--- src/rtl/wb_arbiter_pkg.sv ---
// Shared widths and the source-select encoding for the write-back arbiter.
package wb_arbiter_pkg;

    localparam int CPU_DW        = 32;
    localparam int REG_AW        = 5;
    localparam int REG_COUNT     = 1 << REG_AW;
    localparam int WB_FIFO_DEPTH = 2;

    typedef enum logic [1:0] {
        SRC_NONE,
        SRC_EX,
        SRC_FIFO,
        SRC_LT
    } wb_src_e;

endpackage

--- src/rtl/wb_fifo.sv ---
// Completion buffer: synchronous FIFO of {rd, data} entries with full/empty flags.
module wb_fifo #(
    parameter int W     = 37,
    parameter int DEPTH = 2
) (
    input  logic         clk,
    input  logic         rst,
    input  logic         push_i,
    input  logic [W-1:0] push_data_i,
    input  logic         pop_i,
    output logic [W-1:0] head_o,
    output logic         full_o,
    output logic         empty_o
);

    localparam int PW = $clog2(DEPTH);

    // Extra MSB distinguishes full from empty when the index bits match.
    logic [PW:0]  wr_ptr_q, rd_ptr_q;
    logic [W-1:0] mem_q [DEPTH];

    // NOTE: sequential state uses non-blocking assignments so every flop samples pre-edge values.
    always_ff @(posedge clk or posedge rst) begin
        if (rst) begin
            wr_ptr_q <= '0;
            rd_ptr_q <= '0;
        end else begin
            if (push_i) wr_ptr_q <= wr_ptr_q + (PW+1)'(1);
            if (pop_i)  rd_ptr_q <= rd_ptr_q + (PW+1)'(1);
        end
    end

    // NOTE: storage has no reset; the pointers alone define which entries are valid.
    always_ff @(posedge clk) begin
        if (push_i) mem_q[wr_ptr_q[PW-1:0]] <= push_data_i;
    end

    assign head_o  = mem_q[rd_ptr_q[PW-1:0]];
    assign empty_o = (wr_ptr_q == rd_ptr_q);
    assign full_o  = (wr_ptr_q[PW] != rd_ptr_q[PW]) &&
                     (wr_ptr_q[PW-1:0] == rd_ptr_q[PW-1:0]);

endmodule

--- src/rtl/wb_arbiter.sv ---
// Write-back stage: arbitrates ex results, buffered and direct long-latency
// completions onto the single register-file write port, and tracks pending destinations.
module wb_arbiter
    import wb_arbiter_pkg::*;
#(
    parameter int DW         = CPU_DW,
    parameter int AW         = REG_AW,
    parameter int FIFO_DEPTH = WB_FIFO_DEPTH
) (
    input  logic          clk,
    input  logic          rst,
    input  logic          ex_wr_en_i,
    input  logic [AW-1:0] ex_wr_addr_i,
    input  logic [DW-1:0] ex_wr_data_i,
    input  logic          iss_valid_i,
    input  logic [AW-1:0] iss_rd_i,
    output logic          iss_ready_o,
    input  logic          lt_valid_i,
    input  logic [AW-1:0] lt_rd_i,
    input  logic [DW-1:0] lt_data_i,
    output logic          lt_ready_o,
    input  logic [AW-1:0] rs1_addr_i,
    input  logic [AW-1:0] rs2_addr_i,
    output logic          rs1_busy_o,
    output logic          rs2_busy_o,
    output logic          reg_wr_en_o,
    output logic [AW-1:0] reg_wr_addr_o,
    output logic [DW-1:0] reg_wr_data_o
);

    localparam int NREG = 1 << AW;
    localparam int EW   = AW + DW;

    logic          fifo_full, fifo_empty, fifo_push, fifo_pop;
    logic [EW-1:0] fifo_head;
    logic [AW-1:0] head_rd;
    logic [DW-1:0] head_data;

    logic          ex_fire, lt_acc, iss_acc;
    wb_src_e       src;

    logic [NREG-1:0] pending_q, pending_d;
    logic            wr_en_q, wr_en_d;
    logic [AW-1:0]   wr_addr_q, wr_addr_d;
    logic [DW-1:0]   wr_data_q, wr_data_d;

    assign head_rd   = fifo_head[EW-1:DW];
    assign head_data = fifo_head[DW-1:0];

    // Writes to x0 are filtered here so they never arbitrate, queue or mark pending.
    assign ex_fire     = ex_wr_en_i && (ex_wr_addr_i != '0);
    assign lt_ready_o  = !fifo_full;
    assign lt_acc      = lt_valid_i && lt_ready_o && (lt_rd_i != '0);
    assign iss_ready_o = !pending_q[iss_rd_i];
    assign iss_acc     = iss_valid_i && iss_ready_o && (iss_rd_i != '0);

    assign rs1_busy_o = pending_q[rs1_addr_i] && (rs1_addr_i != '0);
    assign rs2_busy_o = pending_q[rs2_addr_i] && (rs2_addr_i != '0);

    always_comb begin
        src = SRC_NONE;
        if (ex_fire)          src = SRC_EX;
        else if (!fifo_empty) src = SRC_FIFO;
        else if (lt_acc)      src = SRC_LT;
    end

    assign fifo_push = lt_acc && (src != SRC_LT);
    assign fifo_pop  = (src == SRC_FIFO);

    // NOTE: every output of this block gets a default first, so no path leaves a latch behind.
    always_comb begin
        wr_en_d   = 1'b1;
        wr_addr_d = '0;
        wr_data_d = '0;
        pending_d = pending_q;
        case (src)
            SRC_EX: begin
                wr_addr_d = ex_wr_addr_i;
                wr_data_d = ex_wr_data_i;
            end
            SRC_FIFO: begin
                wr_addr_d          = head_rd;
                wr_data_d          = head_data;
                pending_d[head_rd] = 1'b0;
            end
            SRC_LT: begin
                wr_addr_d          = lt_rd_i;
                wr_data_d          = lt_data_i;
                pending_d[lt_rd_i] = 1'b0;
            end
            default: wr_en_d = 1'b0;
        endcase
        // Applied after the clear so a same-edge reissue keeps the register pending.
        if (iss_acc) pending_d[iss_rd_i] = 1'b1;
    end

    always_ff @(posedge clk or posedge rst) begin
        if (rst) begin
            wr_en_q   <= 1'b0;
            wr_addr_q <= '0;
            wr_data_q <= '0;
            pending_q <= '0;
        end else begin
            wr_en_q   <= wr_en_d;
            wr_addr_q <= wr_addr_d;
            wr_data_q <= wr_data_d;
            pending_q <= pending_d;
        end
    end

    assign reg_wr_en_o   = wr_en_q;
    assign reg_wr_addr_o = wr_addr_q;
    assign reg_wr_data_o = wr_data_q;

    wb_fifo #(
        .W     (EW),
        .DEPTH (FIFO_DEPTH)
    ) u_fifo (
        .clk         (clk),
        .rst         (rst),
        .push_i      (fifo_push),
        .push_data_i ({lt_rd_i, lt_data_i}),
        .pop_i       (fifo_pop),
        .head_o      (fifo_head),
        .full_o      (fifo_full),
        .empty_o     (fifo_empty)
    );

    // Decode stalls on busy; an ex write racing an in-flight op would be lost on completion.
    ex_to_pending_rd : assert property (@(posedge clk) disable iff (rst)
        !(ex_fire && pending_q[ex_wr_addr_i]));

endmodule

--- config.mk ---
export PLATFORM = sky130hd
export DESIGN_NAME = wb_arbiter
export DESIGN_NICKNAME = d
export VERILOG_FILES = /design/src/rtl/wb_arbiter_pkg.sv /design/src/rtl/wb_fifo.sv /design/src/rtl/wb_arbiter.sv
export SDC_FILE = /design/constraint.sdc
export NUM_CORES = 1
export LEC_CHECK = 0
export CORE_ASPECT_RATIO = 1.4
export CORE_UTILIZATION = 55
export DETAILED_ROUTE_END_ITERATION = 16
export GPL_TIMING_DRIVEN = 0
export MAX_ROUTING_LAYER = met4
export PLACE_DENSITY_LB_ADDON = 0.12
export RECOVER_POWER = 100
export SETUP_SLACK_MARGIN = 0.1
export SLEW_MARGIN = 20
export SYNTH_ARGS = -nofsm -noshare
export SYNTH_HDL_FRONTEND = slang
export SYNTH_SLANG_ARGS = --single-unit
--- constraint.sdc ---
create_clock -name clk -period 6.1 [get_ports clk]
set_input_delay 1.22 -clock clk [delete_from_list [all_inputs] [get_ports clk]]
set_output_delay 1.22 -clock clk [all_outputs]
set_load 0.005 [all_outputs]
* After elaboration in Yosys (flattened, before gate mapping) *
Memory sizes are Yosys's and may differ from the RTL's.
Cells that the tools add are included.

cells by class
  $add $sub $neg = 2
  $lt $le $gt $ge = 8
  equality and inequality tests = 7
  mux-type cells = 22
  bitwise gates (word level) = 5
  reduce and logical (&&, ||, !) cells = 20

operators by type and width
  operator               count
  $pmux W32 S3           1
  $and A32 B32 Y32       2
  $not A32 Y32           2
  $pmux W32 S2           1
  $mux W32               1
  $or A32 B32 Y32        1
  $lt A5 B6 Y1 const B   5
  $reduce_bool A5 Y1     5
  $bmux W1 S5            3
  $demux W1 S5           3
  $ge A5 B1 Y1 const B   3
  $pmux W5 S3            1
  $logic_and A1 B1 Y1    12
  $mux W1                9
  $mux W2                3
  $add A2 B1 Y2 const B  2
  $eq A2 B2 Y1 const B   2
  $reduce_or A3 Y1       1
  $eq A2 B1 Y1 const B   1
  $eq A2 B2 Y1           1
  $logic_not A1 Y1       2
  $ne A2 B2 Y1 const B   1
  $eq A1 B1 Y1           1
  $ne A1 B1 Y1           1

storage, ports and cells
  register bits after elaboration = 74
  memory bits (writable) = 74
  input port bits = 94
  output and inout bits = 42
  logic and storage cells = 71
  memories = 1

memories
  memory        words  bits a word  rd ports  clocked after memory_dff  write ports  RTL line       source
  u_fifo.mem_q  2      37           1         0                         1            wb_fifo.sv:20  logic [W-1:0] mem_q [DEPTH];

* Depth between registers and ports, before layout *
Gate-level depths: netlist of run 1.

  depth after elaboration = 12
  depth in mapped cells = 7
  gate-level depth less buffers = 5

* Modules after synthesis *
Synthesis of run 1 repeated with hierarchy kept, for this count alone.

unflattened totals
  cell total of the unflattened synthesis = 590
  area total of the unflattened synthesis = 7,437.1 sq um

modules (own cells, without submodules)
  module      instances  cells an instance  area an instance (sq um)  seq. area each (sq um)
  wb_arbiter  1          459                4,563.1                   1,751.7
  wb_fifo     1          131                2,874.0                   2,322.2

* Worst setup path after synthesis of run 1 *
OpenSTA, ideal clock, no wires.

  kind = in2out
  from = input port rs1_addr_i[0]
  to = output port rs1_busy_o
  data arrival time = 2.911 ns
  path slack = 1.969 ns
  stages on the path = 4
  path buffers = 1
  cell sequence = clkbuf_1 > mux4_2 > mux4_2 > mux2_2

between the ends
  longest elaborated chain between the ends = 3
  elaborated cells between the ends (all ways) = 4
  those cells by class = 2 x mux; 2 x reduce/logical

ends and longest elaborated chain
  element                        RTL line          source
  from (decl)                    wb_arbiter.sv:22  input logic [AW-1:0] rs1_addr_i,
  $bmux W1 S5                    wb_arbiter.sv:57  assign rs1_busy_o = pending_q[rs1_addr_i] && (rs1_addr_i != '0);
  $mux W1 (not written as such)  wb_arbiter.sv:57
  $logic_and A1 B1 Y1 *          wb_arbiter.sv:57
  to (decl)                      wb_arbiter.sv:24  output logic rs1_busy_o,

Mark *: on every way between the ends. The rest lies on a longest branch, timed or not. The select of a mux whose other input is x is not followed.

* Worst setup path in the final report of run 1 *
  from = input port iss_rd_i[4]
  to = output port iss_ready_o

between the ends
  longest elaborated chain between the ends = 3

ends and longest elaborated chain
  element                        RTL line          source
  from (decl)                    wb_arbiter.sv:16  input logic [AW-1:0] iss_rd_i,
  $bmux W1 S5                    wb_arbiter.sv:54  assign iss_ready_o = !pending_q[iss_rd_i];
  $mux W1 (not written as such)  wb_arbiter.sv:54
  $logic_not A1 Y1               wb_arbiter.sv:54
  to (decl)                      wb_arbiter.sv:17  output logic iss_ready_o,

Every way passes these cells. The select of a mux whose other input is x is not followed.

==> results.json, run 1 <==
{
  "run_status": "complete, but fails checks",
  "violations": "capacitance limit, slew limit",
  "p_per_area_nw_per_um2": 491,
  "antenna_found_initial": 1,
  "slew_headroom": -0.719,
  "cts_sinks": 148,
  "route.detailed.drc": 0,
  "synth_compound_area_frac": 0.135,
  "yosysSeqAreaShare": 0.558,
  "grt_start_max_net_pins": 46,
  "layout_common_cells": "nor2_1, dlygate4sd3_1, dfrtp_1, edfxtp_1, clkdlybuf4s50_1",
  "syn_area_per_cell_um2": 11.6,
  "synth_nets": 724,
  "nNetsFinal": 874,
  "cts_resized": 0,
  "rsz0062_at_grt": "false",
  "cts_tree": "yes",
  "ioPinCount": 136,
  "routed_wl_um": 22500,
  "r2r_setup_slack_ns": 1.94,
  "p_leak_uw": 0.00347,
  "crit_fanout": 10,
  "die_area_um2": 13700,
  "vias": 6165,
  "period_minus_slack_ns": 5.66,
  "portBuffers": 128,
  "clk_pin_slew_ns": 0.07,
  "end_kind": "output pin",
  "synthMuxAreaShare": 0.138,
  "cp-start-kind": "input pin",
  "clk_path_buf_depth": 2,
  "final_common_cell": "nor2_1",
  "fin_crit_sh": 0.928,
  "dr.pass1.iters": 6,
  "setup_viol_count_final": 0,
  "synth_top_family_by_area": "multiplexers",
  "hold_buffers": 0,
  "start_util": 0.567,
  "pre_cts_slack_ns": 0.650,
  "place_inst": 914,
  "h-tree-depth": 4,
  "drv_cap": 4,
  "final_cells": 947,
  "skew_ns": 0.0117,
  "design.core.area_um2": 12900,
  "grt_use_total": 0.350,
  "synth_flop_cell": "edfxtp_1",
  "area_growth_pct": 28.3,
  "p_total_uw": 4600,
  "ys_async_sr_fraction": 0.500,
  "final_core_util": 0.727,
  "crit_arrival_ns": 4.44,
  "critical-path-slowest-cell": "nor3b_1",
  "synth_edf_count": 74,
  "viasPerCell": 6.51,
  "globalRouteOverflowTotal": 0,
  "min_path_type": "register to register",
  "routabilityCongestion": 0.951,
  "clock_latency_ns": 0.42,
  "wl_per_cell_um": 23.7,
  "rows": 49,
  "tightest_slew_ns": 2.58,
  "setup_ws_ns": 0.437,
  "path_cells": "dlygate4sd3_1 > inv_1 > nor3b_1 > a22oi_1 > nand4b_1 > clkbuf_1 > inv_1 > dlygate4sd3_1",
  "rr_worst_depth": 6,
  "critPathKind": "input pin to output pin",
  "drt-initial-drc-count": 458,
  "ir_drop_v": 0.000328,
  "die_w_um": 99.3,
  "ys_ff_latch": 148,
  "synth_xor_xnor_area_share": 0.00720,
  "grt_pass1_vias": 6454,
  "cts_buffers": 17,
  "critPathRequiredTime_ns": 4.88,
  "synth_adder_area_share": 0,
  "dieHeight_um": 138,
  "r2r-start": "u_fifo.rd_ptr_q[0]",
  "synthesis.instances": 630,
  "ant_nets": 0,
  "crit_end": "iss_ready_o",
  "hold_violations": 0,
  "final.setup.tns_ns": 0,
  "cts_root_buf": "clkbuf_16",
  "yosys.area_share.simple": 0.123,
  "dp_hpwl_um": 16100,
  "cts_setup_buffers": 0,
  "r2r-end": "u_fifo.mem_q[0][6]",
  "worst_path_largest_cell_delay_ns": 0.77,
  "grt_pass1_wl_um": 34900,
  "synthesis.area_um2": 7300,
  "fmax_ghz": 0.177,
  "drv_slew": 110,
  "cp-startpoint": "iss_rd_i[4]",
  "fill_cells": 893,
  "yosysUniqueCellTypes": 53,
  "drive_gt1_frac": 0.101,
  "yosys_warnings": 0
}
==> worst max-delay path: cells and delay by family <==
family | cells | cell delay, ns
buf+inv | 5 | 1.95
simple gates | 2 | 1.05
compound gates | 1 | 0.21
==> worst min path at each step <==
stage,slack (ns),cells past startpoint,endpoint,startpoint
6_report,0.51,1,pending_q[0],pending_q[0]
3_3_place_gp,0.48,1,u_fifo.wr_ptr_q[1],u_fifo.wr_ptr_q[1]
4_1_cts,0.50,1,pending_q[0],pending_q[0]
5_1_grt,0.52,1,u_fifo.wr_ptr_q[1],u_fifo.wr_ptr_q[1]
3_5_place_dp,0.49,1,pending_q[0],pending_q[0]
2_1_floorplan,0.45,1,pending_q[0],pending_q[0]
==> registers in the layout (all words and copies together), names as in the netlist <==
register / count
u_fifo.mem_q: 74
pending_q: 32
reg_wr_data_o: 32
reg_wr_addr_o: 5
u_fifo.rd_ptr_q: 2
u_fifo.wr_ptr_q: 2
reg_wr_en_o: 1
==> cell usage after synthesis (7+ instances only) <==
cell      count  area (um^2)
o22ai_1      14         87.6
buf_1         7         26.3
mux2i_1      39          390
mux4_2       25          563
inv_1        10         37.5
or3_1         7         43.8
a31oi_1      35          219
edfxtp_1     74         2220
o21ai_0      17         85.1
nor3_1       12         60.1
nand3_1       8         40.0
nor2_1       87          327
dfrtp_1      74         1850
clkbuf_1     28          105
a21oi_1      40          200
o221ai_1     11         96.3
nand2_1      44          165
==> per-stage QoR <==
step                      instance area (um^2)  hold slack, ns
after global routing                      9360           0.524
after global placement                    8770           0.477
after detailed placement                  8850           0.488
final                                     9360           0.509
after floorplan                           7300           0.453
after CTS                                 9440           0.500
==> cell type report <==
type | count | area [um^2] | area share
buffer | 48 | 231 | 0.0247
antenna | 1 | 2.50 | 0.000267
timing repair buffer | 131 | 1290 | 0.138
multi-input combinational | 424 | 2940 | 0.314
sequential | 148 | 4070 | 0.435
tap | 153 | 191 | 0.0205
inverter | 10 | 38.8 | 0.00414
clock buffer | 18 | 429 | 0.0458
clock inverter | 14 | 163 | 0.0174
==> per-layer routing <==
layer  up-vias  wire length [um]  global-route usage  share of wire
met5         -                 0                   -              0
met4         0              1060               0.197          0.047
met2       357             12200               0.605           0.55
met3        87              1400              0.0703          0.062
li1       2688                 -                   -              -
met1      3033              7750               0.368           0.35
==> power by group <==
part	internal [uW]	switching, uW
clock	584	464
combinational	807	1070
sequential	1470	203
total	2860	1740
==> cells by family after synthesis <==
group	after synthesis
buffers and inverters	58
multiplexers	69
XOR/XNOR	6
AND/OR/NAND/NOR	196
flip-flops	148
AO/OA/AOI/OAI	153
No activity file was read; power rests on OpenSTA's default activity.
==> inputs of run 2 (changes only) <==
DONT_BUFFER_PORTS = 1   (was not set)
PLACE_DENSITY_LB_ADDON = 0.05   (was 0.12)
TNS_END_PERCENT = 5   (was not set)
==> results.json, run 2 (synthesized netlist as in run 1, its figures left out) <==
{
  "run_status": "complete, but fails checks",
  "violations": "capacitance limit, slew limit",
  "die_w_um": 99.3,
  "vias": 5448,
  "met1Wirelength_um": 7220,
  "hold_violations": 0,
  "clk_path_buf_depth": 2,
  "path_cells": "clkbuf_1 > clkbuf_1 > mux4_2 > a22oi_1 > nand4b_1 > clkbuf_1 > inv_1",
  "routed_wl_um": 20400,
  "r2r-start": "u_fifo.wr_ptr_q[0]",
  "route.met2.wl_um": 11000,
  "cts_sinks": 148,
  "cts_resized": 0,
  "critPathKind": "input pin to output pin",
  "r2r_setup_slack_ns": 1.95,
  "dr.pass1.iters": 5,
  "min_from": "u_fifo.rd_ptr_q[1]",
  "p_int_uw": 2680,
  "portBuffers": 0,
  "critPathRequiredTime_ns": 4.88,
  "final.setup.tns_ns": 0,
  "hold_depth": 1,
  "rows": 49,
  "rsz0062_at_grt": "false",
  "grt_pass1_wl_um": 31300,
  "route.detailed.drc": 0,
  "fin_crit_sh": 0.827,
  "drt-initial-drc-count": 336,
  "tightest_slew_ns": 2.70,
  "nNetsFinal": 746,
  "die_area_um2": 13700,
  "ioPinCount": 136,
  "p_leak_uw": 0.00294,
  "critical-path-slowest-cell": "mux4_2",
  "ir_drop_v": 0.000243,
  "final_cells": 817,
  "clock_latency_ns": 0.43,
  "cpLargestDelayFamily": "buffers and inverters",
  "cts_setup_buffers": 0,
  "grt_use_total": 0.317,
  "wl_per_cell_um": 25.0,
  "end_kind": "output pin",
  "path_buf_inv": 4,
  "dieHeight_um": 138,
  "p_per_area_nw_per_um2": 534,
  "cts_root_buf": "clkbuf_16",
  "wl_met3_um": 1370,
  "grt_start_max_net_pins": 49,
  "crit_arrival_ns": 3.82,
  "seqPwrFrac": 0.395,
  "cts_buffers": 17,
  "switchingPower_uw": 1620,
  "place_inst": 786,
  "worst_path_largest_cell_delay_ns": 0.56,
  "layout_common_cells": "nor2_1, dfrtp_1, edfxtp_1, nand2_1, a21oi_1",
  "cts_tree": "yes",
  "largest_reg_flops": 74,
  "clock_power_share": 0.245,
  "globalRouteOverflowTotal": 0,
  "slew_headroom": -0.803,
  "worstHoldEndpoint": "u_fifo.rd_ptr_q[1]",
  "cp_common_cell": "clkbuf_1",
  "drv_cap": 3,
  "skew_ns": 0.0106,
  "place_area_um2": 7570,
  "drv_slew": 88,
  "antenna_found_initial": 0,
  "p_total_uw": 4310,
  "period_minus_slack_ns": 5.04,
  "final_common_cell": "nor2_1",
  "h-tree-depth": 4,
  "rr_worst_depth": 6,
  "drive_gt1_frac": 0.117,
  "crit_fanout": 10,
  "fin_area_um2": 8070,
  "viasPerCell": 6.67,
  "start_util": 0.567,
  "final_core_util": 0.627,
  "netSwitchingFraction": 0.377,
  "dp_hpwl_um": 15000,
  "ant_nets": 0,
  "setup_viol_count_final": 0,
  "r2r-end": "u_fifo.mem_q[0][5]",
  "routabilityCongestion": 0.947,
  "cp-start-kind": "input pin",
  "area_growth_pct": 10.6,
  "fmax_ghz": 0.198,
  "clk_pin_slew_ns": 0.06,
  "antenna_cells": 0,
  "min_path_type": "register to register",
  "top_layer": "met4",
  "fill_cells": 1066,
  "design.core.area_um2": 12900,
  "grt_pass1_vias": 5580,
  "power_frac_comb": 0.361,
  "hold_buffers": 0
}
[run 2: cell count changes in the layout (fill, tap and decap cells not counted), moves of 2 or more]
cell / previous run / this run
clkdlybuf4s50_1: 46 / 0
clkinv_8: 2 / 0
clkinvlp_4: 1 / 4
dlygate4sd3_1: 82 / 0
inv_6: 7 / 4
[run 2: layer usage]
layer | vias to the layer above | global-route usage
met4 | 0 | 0.166
met2 | 283 | 0.538
li1 | 2436 | -
met5 | - | -
met1 | 2677 | 0.340
met3 | 52 | 0.0748
[run 2: worst max-delay path by stage]
stage                    startpoint                 end  slack (ns)  depth (start not counted)
floorplan             rs1_addr_i[0]          rs1_busy_o        1.97                          4
global placement    ex_wr_addr_i[0]  u_fifo.mem_q[0][1]        0.96                          4
detailed placement      iss_rd_i[0]         iss_ready_o        1.62                          7
CTS                     iss_rd_i[0]         iss_ready_o        1.61                          7
global route            iss_rd_i[0]         iss_ready_o        0.83                          7
finish                  iss_rd_i[0]         iss_ready_o        1.06                          7
[run 2: metrics by stage]
stage          setup slack, ns  hold WS (ns)
2_1_floorplan             1.97         0.453
3_3_place_gp             0.962         0.465
3_5_place_dp              1.62         0.481
4_1_cts                   1.61         0.494
5_1_grt                  0.829         0.519
6_report                  1.06         0.487
[run 2: final cells by class]
type / instances / area (um^2) / share of cell area
tap: 153 / 191 / 0.0237
buffer: 48 / 223 / 0.0276
clock inverter: 14 / 168 / 0.0208
clock buffer: 17 / 425 / 0.0527
timing repair buffer: 3 / 11.3 / 0.00140
inverter: 10 / 38.8 / 0.00481
sequential: 148 / 4070 / 0.505
multi-input combinational: 424 / 2940 / 0.364
[run 2: worst register-to-register path: stages, from the launching register on]
cell and delay [ns]:
dfrtp_1 0.43, xor2_1 0.24, nor2_1 0.13, clkbuf_1 0.26
a211oi_1 0.46, nor2b_1 1.17, clkbuf_1 1.07
[run 2: power by group through the flow]
stage	sequential, uW	combinational, uW	clock [uW]
final	1700	1550	1050
after global routing	1730	1690	1100
after CTS	1690	1590	1060
after detailed placement	1700	1590	0
after global placement	1700	1520	0
after floorplan	1630	1160	0
